[config.mk]
export PLATFORM = sky130hd
export DESIGN_NAME = fmap_streamer
export DESIGN_NICKNAME = d
export VERILOG_FILES = /design/src/rtl/cnn_pkg.sv /design/src/rtl/fmap_pad_addr.sv /design/src/rtl/fmap_streamer.sv
export SDC_FILE = /design/constraint.sdc
export NUM_CORES = 1
export LEC_CHECK = 0
export ABC_AREA = 1
export CAP_MARGIN = 20
export CORE_MARGIN = 3
export CORE_UTILIZATION = 45
export DETAILED_ROUTE_END_ITERATION = 10
export PLACE_DENSITY = 0.71
export SKIP_LAST_GASP = 1
export SLEW_MARGIN = 10
export SYNTH_ARGS = -nofsm -noshare
export SYNTH_HDL_FRONTEND = slang
export SYNTH_SLANG_ARGS = --single-unit
[constraint.sdc]
create_clock -name clk -period 8.5 [get_ports clk]
set_clock_uncertainty 0.05 [all_clocks]
set_input_delay 1.7 -clock clk [delete_from_list [all_inputs] [get_ports clk]]
set_output_delay 1.7 -clock clk [all_outputs]
set_load 0.01 [all_outputs]
[src/rtl/cnn_pkg.sv]
// Shared types and helpers for the CNN datapath blocks.
package cnn_pkg;

    typedef enum logic [1:0] {
        StIdle,
        StStream,
        StDone
    } state_e;

    localparam int DATA_W_DEF = 8;

    // Bit width needed to count 0..v-1. The result is never below 1, so that
    // single-entry ranges still get a legal vector.
    function automatic int clog2(input int v);
        int r;
        r = 0;
        for (int i = 0; i < 31; i++) begin
            if ((1 << i) < v) begin
                r = i + 1;
            end
        end
        return (r < 1) ? 1 : r;
    endfunction

endpackage

[src/rtl/fmap_pad_addr.sv]
// Maps a padded-map coordinate (r,c) to a border flag and a raster buffer index.
module fmap_pad_addr #(
    parameter int FMAP_H = 3,
    parameter int FMAP_W = 3,
    parameter int PAD    = 0,
    parameter int AW     = 4,
    parameter int RW     = 2,
    parameter int CW     = 2
) (
    input  logic [RW-1:0] r,
    input  logic [CW-1:0] c,
    output logic          is_pad,
    output logic [AW-1:0] idx
);

    int ri;
    int ci;

    always_comb begin
        ri     = int'(r);
        ci     = int'(c);
        is_pad = (ri < PAD) || (ri >= FMAP_H + PAD) || (ci < PAD) || (ci >= FMAP_W + PAD);
        idx    = '0;
        if (!is_pad) begin
            idx = AW'((ri - PAD) * FMAP_W + (ci - PAD));
        end
    end

endmodule

[src/rtl/fmap_streamer.sv]
// Feature-map source: buffers one map, then streams it in raster order with an
// optional zero border over a valid/ready interface.
module fmap_streamer
    import cnn_pkg::*;
#(
    parameter int DATA_W = DATA_W_DEF,
    parameter int FMAP_H = 3,
    parameter int FMAP_W = 3,
    parameter int PAD    = 0,
    parameter int AW     = 4
) (
    input  logic              clk,
    input  logic              rst,
    input  logic              wr_en,
    input  logic [AW-1:0]     wr_addr,
    input  logic [DATA_W-1:0] wr_data,
    input  logic              start,
    output logic [DATA_W-1:0] fmap,
    output logic              fmap_valid,
    input  logic              fmap_ready,
    output logic              row_last,
    output logic              fmap_last,
    output logic              busy,
    output logic              done
);

    localparam int OH   = FMAP_H + 2 * PAD;
    localparam int OW   = FMAP_W + 2 * PAD;
    localparam int NPIX = FMAP_H * FMAP_W;
    localparam int RW   = clog2(OH);
    localparam int CW   = clog2(OW);

    state_e            state_q, state_d;
    logic [RW-1:0]     r_q, r_d;
    logic [CW-1:0]     c_q, c_d;
    logic [DATA_W-1:0] fmap_q, fmap_d;
    logic              valid_q, valid_d;
    logic              row_last_q, row_last_d;
    logic              fmap_last_q, fmap_last_d;
    logic              busy_q, busy_d;
    logic              done_q, done_d;

    logic [DATA_W-1:0] mem_q [NPIX];

    logic              wr_ok;
    logic              load;
    logic              finish;
    logic              pix_pad;
    logic [AW-1:0]     pix_idx;
    logic [DATA_W-1:0] pix_val;

    assign wr_ok = wr_en && (state_q == StIdle) && (int'(wr_addr) < NPIX);

    // Buffer is deliberately not reset so a map survives an aborted stream.
    always_ff @(posedge clk) begin
        if (wr_ok) begin
            mem_q[wr_addr] <= wr_data;
        end
    end

    fmap_pad_addr #(
        .FMAP_H(FMAP_H),
        .FMAP_W(FMAP_W),
        .PAD   (PAD),
        .AW    (AW),
        .RW    (RW),
        .CW    (CW)
    ) u_pad_addr (
        .r     (r_d),
        .c     (c_d),
        .is_pad(pix_pad),
        .idx   (pix_idx)
    );

    // Forward a same-cycle write so write+start shows the new pixel at once.
    assign pix_val = (wr_ok && (wr_addr == pix_idx)) ? wr_data : mem_q[pix_idx];

    always_comb begin
        state_d = state_q;
        r_d     = r_q;
        c_d     = c_q;
        valid_d = valid_q;
        busy_d  = busy_q;
        done_d  = 1'b0;
        load    = 1'b0;
        finish  = 1'b0;
        unique case (state_q)
            StIdle: begin
                if (start) begin
                    state_d = StStream;
                    r_d     = '0;
                    c_d     = '0;
                    valid_d = 1'b1;
                    busy_d  = 1'b1;
                    load    = 1'b1;
                end
            end
            StStream: begin
                if (valid_q && fmap_ready) begin
                    if (fmap_last_q) begin
                        state_d = StDone;
                        valid_d = 1'b0;
                        busy_d  = 1'b0;
                        done_d  = 1'b1;
                        finish  = 1'b1;
                    end else begin
                        load = 1'b1;
                        if (c_q == CW'(OW - 1)) begin
                            c_d = '0;
                            r_d = r_q + RW'(1);
                        end else begin
                            c_d = c_q + CW'(1);
                        end
                    end
                end
            end
            StDone: begin
                state_d = StIdle;
            end
            default: begin
                state_d = StIdle;
            end
        endcase
    end

    always_comb begin
        fmap_d      = fmap_q;
        row_last_d  = row_last_q;
        fmap_last_d = fmap_last_q;
        if (load) begin
            fmap_d      = pix_pad ? '0 : pix_val;
            row_last_d  = (c_d == CW'(OW - 1));
            fmap_last_d = (c_d == CW'(OW - 1)) && (r_d == RW'(OH - 1));
        end else if (finish) begin
            fmap_last_d = 1'b0;
        end
    end

    always_ff @(posedge clk) begin
        if (rst) begin
            state_q     <= StIdle;
            r_q         <= '0;
            c_q         <= '0;
            fmap_q      <= '0;
            valid_q     <= 1'b0;
            row_last_q  <= 1'b0;
            fmap_last_q <= 1'b0;
            busy_q      <= 1'b0;
            done_q      <= 1'b0;
        end else begin
            state_q     <= state_d;
            r_q         <= r_d;
            c_q         <= c_d;
            fmap_q      <= fmap_d;
            valid_q     <= valid_d;
            row_last_q  <= row_last_d;
            fmap_last_q <= fmap_last_d;
            busy_q      <= busy_d;
            done_q      <= done_d;
        end
    end

    assign fmap       = fmap_q;
    assign fmap_valid = valid_q;
    assign row_last   = row_last_q;
    assign fmap_last  = fmap_last_q;
    assign busy       = busy_q;
    assign done       = done_q;

endmodule

# Yosys cells after proc, flatten, opt, wreduce, memory -nomap -nowiden
# Memories as Yosys holds them, arrays and structs flattened.
# Index checks and enable logic that the tools add are counted.
# op_classes
add_sub_neg	3
mul	1
order_cmp	3
n_eq_ne	8
mux	32
reduce_logical	11
# op_table
operator	count
$mux W2	11
$mux W8	2
$mux W1	13
$pmux W2 S2	3
$eq A2 B2 Y1 const B	3
$ne A2 B2 Y1 const B	3
$logic_and A1 B1 Y1	5
$add A2 B1 Y2 const B	2
$add A4 B2 Y4	1
$eq A4 B4 Y1	1
$ge A2 B2 Y1 const B	2
$lt A4 B4 Y1 const B	1
$mul A2 B2 Y4 const B	1
$mux W4	1
$pmux W1 S2	2
$reduce_and A4 Y1	1
$reduce_bool A2 Y1	2
$reduce_and A3 Y1	1
$eq A2 B1 Y1 const B	1
$logic_not A2 Y1	1
$logic_or A1 B1 Y1	1
# totals
reg_bits	18
mem_bits_rw	72
in_bits	17
out_inout_bits	13
elab_cells	67
n_memories	1
# memory_table
memory	depth	width	rd	rd_clocked_by_memory_dff	wr	line	text
mem_q	9	8	1	0	1	fmap_streamer.sv:43	logic [DATA_W-1:0] mem_q [NPIX];

# Logic depth before layout (Yosys ltp)
# Gate-level depths: netlist of the first run.
# logic_depth
ltp_word	12
ltp_mapped	23
mapped_depth_nobuf	22

# Hierarchy
# From an unflattened synthesis of the first run, not the netlist that was laid out.
# hier_totals
hier_cells	461
area_unflattened_um2	4335.4
# by_module_without_submodules
module	n_inst	cells_per_inst	area_per_inst_um2	seq_area_each_um2
fmap_streamer	1	440	4177.8	2522.4
fmap_pad_addr	1	21	157.7	0.0

# Worst setup path before layout of the first run
# Ideal clock, no wire load.
# synth_timing
kind	in2reg
start	input port fmap_ready
end	register fmap_q[3] (netlist: fmap[3])
setup_ns	0.136
t_arrival_ns	4.550
required_time_ns	8.314
path_slack_ns	3.765
path_stages	21
path_buffers	1
path_cell_list	nand2_2 > nor2_4 > nand3_2 > nand2_1 > inv_1 > o21ai_0 > xor2_1 > ha_1 > ha_1 > inv_1 > fa_1 > nand3b_4 > nand2_1 > nand3_2 > nor2_4 > buf_6 > nand2_1 > nand2_1 > inv_1 > nand2_1 > a21oi_2
# synth_via
elab_chain_cells	10
elab_cells_between_ends	18
cone_classes	add/sub (1); mul (1); order compare (2); eq/ne (1); mux (9); reduce/logical (3); memory (1)
# synth_rtl
item	line	text
start: declaration	fmap_streamer.sv:20	input logic fmap_ready,
$logic_and A1 B1 Y1 (*)	fmap_streamer.sv:99	if (valid_q && fmap_ready) begin
parallel branches: the longest is 9 deep, another holds $mem_v2 Z9 W8	n/a	
end signal: assignment	fmap_streamer.sv:154	fmap_q <= fmap_d;
end: declaration	fmap_streamer.sv:36	logic [DATA_W-1:0] fmap_q, fmap_d;
# Mark *: on every way between the ends.
# A chain may end at the register's enable or synchronous reset.

# Worst setup path after layout of the first run
# layout_timing
start	input port fmap_ready
end	register fmap_q[6] (netlist: fmap[6])
# Same word-level chain as after synthesis.

==> out/metrics.yaml, run 1 <==
global_routing:
  grt_use_total_pct: 18.4
  grt_pass1_vias: 3015
  antenna_found_initial: 0
  grt_pass1_wl_um: 15600
  grt_max_degree: 35
  grt_overflow_total: 0
pwr:
  irDropWorstVdd_mv: 0.0870
  seqPwrFrac_pct: 53.4
  p_int_uw: 703
  power_uw: 905
  pwr-share-clk_pct: 39.2
  p_switching_uw: 202
  leakagePower_nw: 2.02
  p_sw_share_pct: 22.3
  p_per_area_nw_per_um2: 183
  pwr-share-comb_pct: 7.3
sta:
  hold_violations: 0
  setup_ws_ns: 3.15
  fmax_mhz: 187
  finalMaxSlewViolations: 0
  worst_slew_pin_slew_ns: 0.796
  relSlewSlack_pct: 46.8
  fin_tns_setup_ns: 0
  holdWs_ns: 0.423
  fin_crit_sh_pct: 62.9
  rsz0062_at_grt: "false"
  period_needed_ns: 5.35
  setup_viol: 0
clock_tree:
  postCtsHoldBufs: 0
  insertion_delay_ns: 0.37
  cts_tree: "built"
  h-tree-depth: 3
  numCtsBuffers: 9
  clock-sinks: 90
  clk_pin_slew_worst_paths_ns: 0.09
  cts_setup_buffers: 0
  clockBufferDepth: 2
  cts_resized: 0
  cts_root_buffer: "clkbuf_8"
cells_and_area:
  antennaDiodeCount: 0
  syn_to_final_growth_pct: 15.4
  drive_gt1_share_pct: 13.0
  fillers: 808
  final_nets: 501
synthesis:
  syn_inst: 449
  synth_seq_cells: 90
  synth_flop_cell: "edfxtp_1"
  synth_most_common_cell: "nand2_1"
  mappedNetlistArea_um2: 4290
  syn_nets: 470
  synth_cell_types: 36
  async_flop_share_pct: 0
  yosysSeqAreaShare_pct: 58.7
  yosys-top-cells-area: "edfxtp_1 (50%), nand2_1 (12%), dfxtp_1 (8.4%), nand3_1 (5.2%), inv_1 (3.7%)"
  syn_avg_cell_area_um2: 9.56
  yosysWarnings: 0
  synth_top_area_share_pct: 50.3
  yosysTopAreaCell: "edfxtp_1"
  synth_edf_count: 72
  synth_top_cells_by_count: "nand2_1 (141), edfxtp_1 (72), nand3_1 (45)"
routing:
  drt_wl_total_um: 9460
  detail-route-antenna-nets: 0
  drt_pass1_iterations: 5
  wire_per_inst_um: 15.4
  dr.first_iter.drc_count: 280
  vias: 3162
  remaining_drc_errors: 0
  vias_per_cell: 5.15
floorplanning:
  io_pins: 30
  die_h_um: 104
  core_area_um2: 9240
  rows: 35
  dieArea_um2: 10800
  start_util_pct: 46.5
  fp.dieW_um: 104
critical_path:
  crit_fanout: 18
  crit_path_top_delay_cell: "clkdlybuf4s50_1"
  critPathKind: "primary input to register"
  crit_chain: "clkdlybuf4s50_1, nand2_2, nor2_4, nand3_2, nand2_1, inv_1, o21ai_0, xor2_1, ha_1, ha_1, inv_1, fa_1, inv_1, nand3_2, a21oi_1, nand3_2, nor2_4, nand2_1, nand2_1, inv_1, nand2_1, a21oi_2"
  critical_path.top_delay_family: "simple AND/OR/NAND/NOR gates"
  crit_buf_inv: 5
  r2r_start: "state_q[1]$_SDFFE_PP0P_"
  startpoint_type: "primary input"
  arrival_ns: 5.52
  r2r_slack_ns: 4.55
  required_ns: 8.67
  slowest_delay_ns: 0.47
  critPathLaunch: "fmap_ready"
  critPathCaptureType: "register"
placement:
  dp_slack_ns: 2.75
  detailed_place_hpwl_um: 6410
  portBuffers: 29
  gp_congestion: 0.957
status:
  status: "completed"
worst_hold_path:
  worstHoldStart: "row_last$_SDFFE_PP0P_"
  hold_class: "register to register"
flow_run:
  drv_cap: 0
-- metal layers --
metal	routed length [um]	up-vias	GRT usage [%]	part of all wire, %
met3	575	18	4.74	6.1
li1	-	1561	-	-
met4	193	0	5.22	2.0
met2	4380	104	28.2	46
met1	4310	1479	26.1	46
met5	0	-	0	0
-- final timing paths --
check / endpoint / cells past startpoint
worst min-delay path: row_last$_SDFFE_PP0P_ / 2
worst max register to register: fmap[6]$_SDFFE_PP0P_ / 22
worst min register to register: row_last$_SDFFE_PP0P_ / 2
worst max-delay path: fmap[6]$_SDFFE_PP0P_ / 22
-- registers in the layout, summed over array words and instances, names as in the netlist, 2 cells and up --
name,flops
mem_q,72
fmap,8
c_q,2
r_q,2
state_q,2
-- per-stage QoR --
stage | area (um^2) | cells | util [%]
CTS | 4960 | 614 | 53.6
global route | 4960 | 614 | 53.6
global placement | 4700 | 596 | 50.8
finish | 4960 | 614 | 53.6
detailed placement | 4710 | 598 | 51.0
floorplan | 4290 | 449 | -
-- cells in the final DEF (no fill, tap or decap), types with 4 or more instances in the layout --
| master | count |
|---|---|
| nand2_1 | 141 |
| edfxtp_1 | 72 |
| nand3_1 | 45 |
| inv_1 | 42 |
| clkdlybuf4s50_1 | 29 |
| nor2_1 | 28 |
| nand4_1 | 19 |
| dfxtp_1 | 18 |
| clkbuf_8 | 9 |
| a21oi_1 | 8 |
| buf_4 | 8 |
| a21oi_2 | 7 |
| nand2_2 | 6 |
| nor4_1 | 6 |
| inv_2 | 5 |
| nand3_2 | 5 |
| o21ai_0 | 4 |
-- layout make-up --
cell class / instances / area [um^2] / share of cell area, %
multi-input combinational: 292 / 1490 / 30.0
sequential: 90 / 2520 / 50.9
clock inverter: 7 / 121 / 2.45
clock buffer: 9 / 124 / 2.50
timing repair buffer: 38 / 355 / 7.17
inverter: 49 / 186 / 3.76
tap: 129 / 161 / 3.26
-- tightest hold or removal path, delay by kind of cell (launching register included) --
family / cells / cell delay [ns]
AOI/OAI and AO/OA: 1 / 0.05
DFF: 1 / 0.32
and+or+nand+nor: 1 / 0.06
-- power groups by stage --
| stage | clock [mW] | sequential (mW) | combinational, mW |
|---|---|---|---|
| finish | 0.355 | 0.484 | 0.0661 |
| global route | 0.380 | 0.485 | 0.0735 |
| CTS | 0.361 | 0.484 | 0.0664 |
| detailed placement | 0 | 0.494 | 0.0662 |
| global placement | 0 | 0.494 | 0.0648 |
| floorplan | 0 | 0.495 | 0.0356 |
-- cells by family after synthesis --
kind of cell,share of synthesized area (%)
AND/OR/NAND/NOR,29.5
flip-flops,58.7
buffers and inverters,6.67
AO/OA/AOI/OAI,3.53
adder cells (fa/ha/maj),1.34
XOR/XNOR,0.204
Note: power is estimated with default switching activity, not from simulation.
==> inputs of run 2 (changes only) <==
PLACE_DENSITY = 0.73   (was 0.71)
clock period = 4.5 ns   (was 8.5 ns; I/O delays follow)
==> out/metrics.yaml, run 2 (synthesized netlist as in run 1, its figures left out) <==
status:
  status: "completed"  # unchanged
floorplanning:
  fp.dieW_um: 104  # unchanged
  core_area_um2: 9240  # unchanged
  die_h_um: 104  # unchanged
  start_util_pct: 46.5  # unchanged
  io_pins: 30  # unchanged
  dieArea_um2: 10800  # unchanged
  rows: 35  # unchanged
clock_tree:
  cts_tree: "built"  # unchanged
  clk_pin_slew_worst_paths_ns: 0.08  # was 0.09 ns
  cts_root_buffer: "clkbuf_8"  # unchanged
  h-tree-depth: 3  # unchanged
  numCtsBuffers: 9  # unchanged
  clock-sinks: 90  # unchanged
  postCtsHoldBufs: 0  # unchanged
  clockBufferDepth: 2  # unchanged
  cts_setup_buffers: 0  # unchanged
  insertion_delay_ns: 0.36  # was 0.37 ns
  cts_resized: 0  # unchanged
cells_and_area:
  syn_to_final_growth_pct: 15.2  # was 15.4%
  final_nets: 507  # was 501
  layout_common_cells: "nand2_1 (141), edfxtp_1 (72), nand3_1 (45)"  # unchanged
  drive_gt1_share_pct: 13.5  # was 13.0%
  regMostFlops: "mem_q"  # unchanged
  antennaDiodeCount: 0  # unchanged
  final_common_cell: "nand2_1"  # unchanged
  largest_reg_flops: 72  # unchanged
critical_path:
  crit_chain: "clkdlybuf4s50_1, nand2_2, nor2_4, nand3_2, nand2_1, inv_1, o21ai_0, xor2_1, ha_1, ha_1, inv_1, fa_1, nand3b_4, nand2_1, nand3_2, nor2_4, nand2_1, nand2_1, inv_1, nand2_1, a21oi_2"  # was clkdlybuf4s50_1, nand2_2, nor2_4, nand3_2, nand2_1, inv_1, o21ai_0, xor2_1, ha_1, ha_1, inv_1, fa_1, inv_1, nand3_2, a21oi_1, nand3_2, nor2_4, nand2_1, nand2_1, inv_1, nand2_1, a21oi_2
  slowest_delay_ns: 0.47  # about the same
  regToRegEndpoint: "fmap[0]$_SDFFE_PP0P_"  # was fmap[6]$_SDFFE_PP0P_
  crit_top_cell: "nand2_1"
  required_ns: 4.66  # was 8.67 ns
  startpoint_type: "primary input"  # unchanged
  reg2regPathDepth: 20  # was 22
  critPathKind: "primary input to register"  # unchanged
  r2r_start: "busy$_SDFFE_PP0P_"  # was state_q[1]$_SDFFE_PP0P_
  r2r_slack_ns: 0.97  # was 4.55 ns
  arrival_ns: 4.30  # was 5.52 ns
  crit_fanout: 15  # was 18
  crit_path_top_delay_cell: "clkdlybuf4s50_1"  # unchanged
  critPathCaptureType: "register"  # unchanged
routing:
  vias_per_cell: 5.05  # was 5.15
  detail-route-antenna-nets: 0  # unchanged
  dr.first_iter.drc_count: 333  # was 280
  wire_per_inst_um: 14.6  # was 15.4 um
  remaining_drc_errors: 0  # unchanged
  vias: 3123  # was 3162
  drt_wl_total_um: 9040  # was 9460 um
  drt_pass1_iterations: 5  # unchanged
placement:
  gp_congestion: 0.956  # was 0.957
  portBuffers: 29  # unchanged
  detailed_place_hpwl_um: 6270  # was 6410 um
sta:
  finalMaxSlewViolations: 0  # unchanged
  fmax_mhz: 242
  worst_slew_pin_slew_ns: 0.781  # was 0.796 ns
  hold_violations: 0  # unchanged
  fin_crit_sh_pct: 92.0
  fin_tns_setup_ns: 0  # unchanged
  relSlewSlack_pct: 47.8  # was 46.8%
  setup_viol: 0  # unchanged
  rsz0062_at_grt: "false"  # unchanged
  holdWs_ns: 0.416  # was 0.423 ns
  period_needed_ns: 4.14
pwr:
  p_per_area_nw_per_um2: 319  # was 183 nW/um^2
  power_mw: 1.58  # was 905 uW
  irDropWorstVdd_mv: 0.212  # was 0.0870 mV
  leakagePower_nw: 2.01  # was 2.02 nW
flow_run:
  drv_cap: 0  # unchanged
global_routing:
  grt_pass1_vias: 3031  # was 3015
  grt_use_total_pct: 17.6  # was 18.4%
  antenna_found_initial: 0  # unchanged
  grt_max_degree: 25  # was 35
  grt_overflow_total: 0  # unchanged
  grt_pass1_wl_um: 15100  # was 15600 um
worst_hold_path:
  min_delay_path_depth: 2  # unchanged
  hold_path_end: "fmap[7]$_SDFFE_PP0P_"  # was row_last$_SDFFE_PP0P_
  worstHoldStart: "fmap[7]$_SDFFE_PP0P_"  # was row_last$_SDFFE_PP0P_
  hold_class: "register to register"  # unchanged
## run 2: cell count changes in the layout (fill, tap and decap cells not counted), sizes merged
cell	delta
buf	+6
bufinv	-2
clkinv	+2
inv	-1
## run 2: metal layers
| metal | wire length, um | global-route usage, % | share of wire [%] | vias to the layer above |
|---|---|---|---|---|
| met5 | 0 | 0 | 0 | - |
| met4 | 191 | 5.41 | 2.1 | 0 |
| met3 | 747 | 5.05 | 8.3 | 18 |
| met2 | 4080 | 27.7 | 45 | 126 |
| met1 | 4020 | 23.9 | 44 | 1404 |
| li1 | - | - | - | 1575 |
## run 2: where the power goes
| part | internal, mW | switching (mW) |
|---|---|---|
| combinational | 0.0470 | 0.0784 |
| clock | 0.257 | 0.281 |
| sequential | 0.908 | 0.00517 |
## run 2: layout make-up
cell class              instances  area, um^2
clock inverters                 6        66.3
repair buffers                 44         403
well taps                     129         161
flip-flops and latches         90        2520
fillers                       823        4290
multi-input cells             292        1490
clock buffers                   9         124
inverters                      49         186
## run 2: worst max-delay path, delay by kind of cell
kind | cells | cell delay [ns]
buffers and inverters | 4 | 0.61
XOR/XNOR | 1 | 0.18
AO/OA/AOI/OAI | 2 | 0.31
adder cells (fa/ha/maj) | 3 | 0.85
AND/OR/NAND/NOR | 11 | 1.41
## run 2: worst max path at each step
stage / start / to / slack, ns / cells after the start
global route: fmap_ready / fmap[0]$_SDFFE_PP0P_ / 0.02 / 21
global placement: fmap_ready / fmap[0]$_SDFFE_PP0P_ / 0.12 / 21
CTS: fmap_ready / fmap[0]$_SDFFE_PP0P_ / 0.35 / 21
floorplan: fmap_ready / fmap[3]$_SDFFE_PP0P_ / 0.56 / 21
detailed placement: fmap_ready / fmap[0]$_SDFFE_PP0P_ / 0.002 / 21
finish: fmap_ready / fmap[0]$_SDFFE_PP0P_ / 0.36 / 21
## run 2: through the flow
stage / instance area, um^2 / worst slack, ns / utilization, % / std cells
2_1_floorplan: 4290 / 0.565 / - / 449
3_3_place_gp: 4760 / 0.125 / 51.5 / 604
3_5_place_dp: 4760 / 0.00240 / 51.5 / 604
4_1_cts: 4950 / 0.351 / 53.6 / 619
5_1_grt: 4950 / 0.0227 / 53.6 / 619
6_report: 4950 / 0.360 / 53.6 / 619
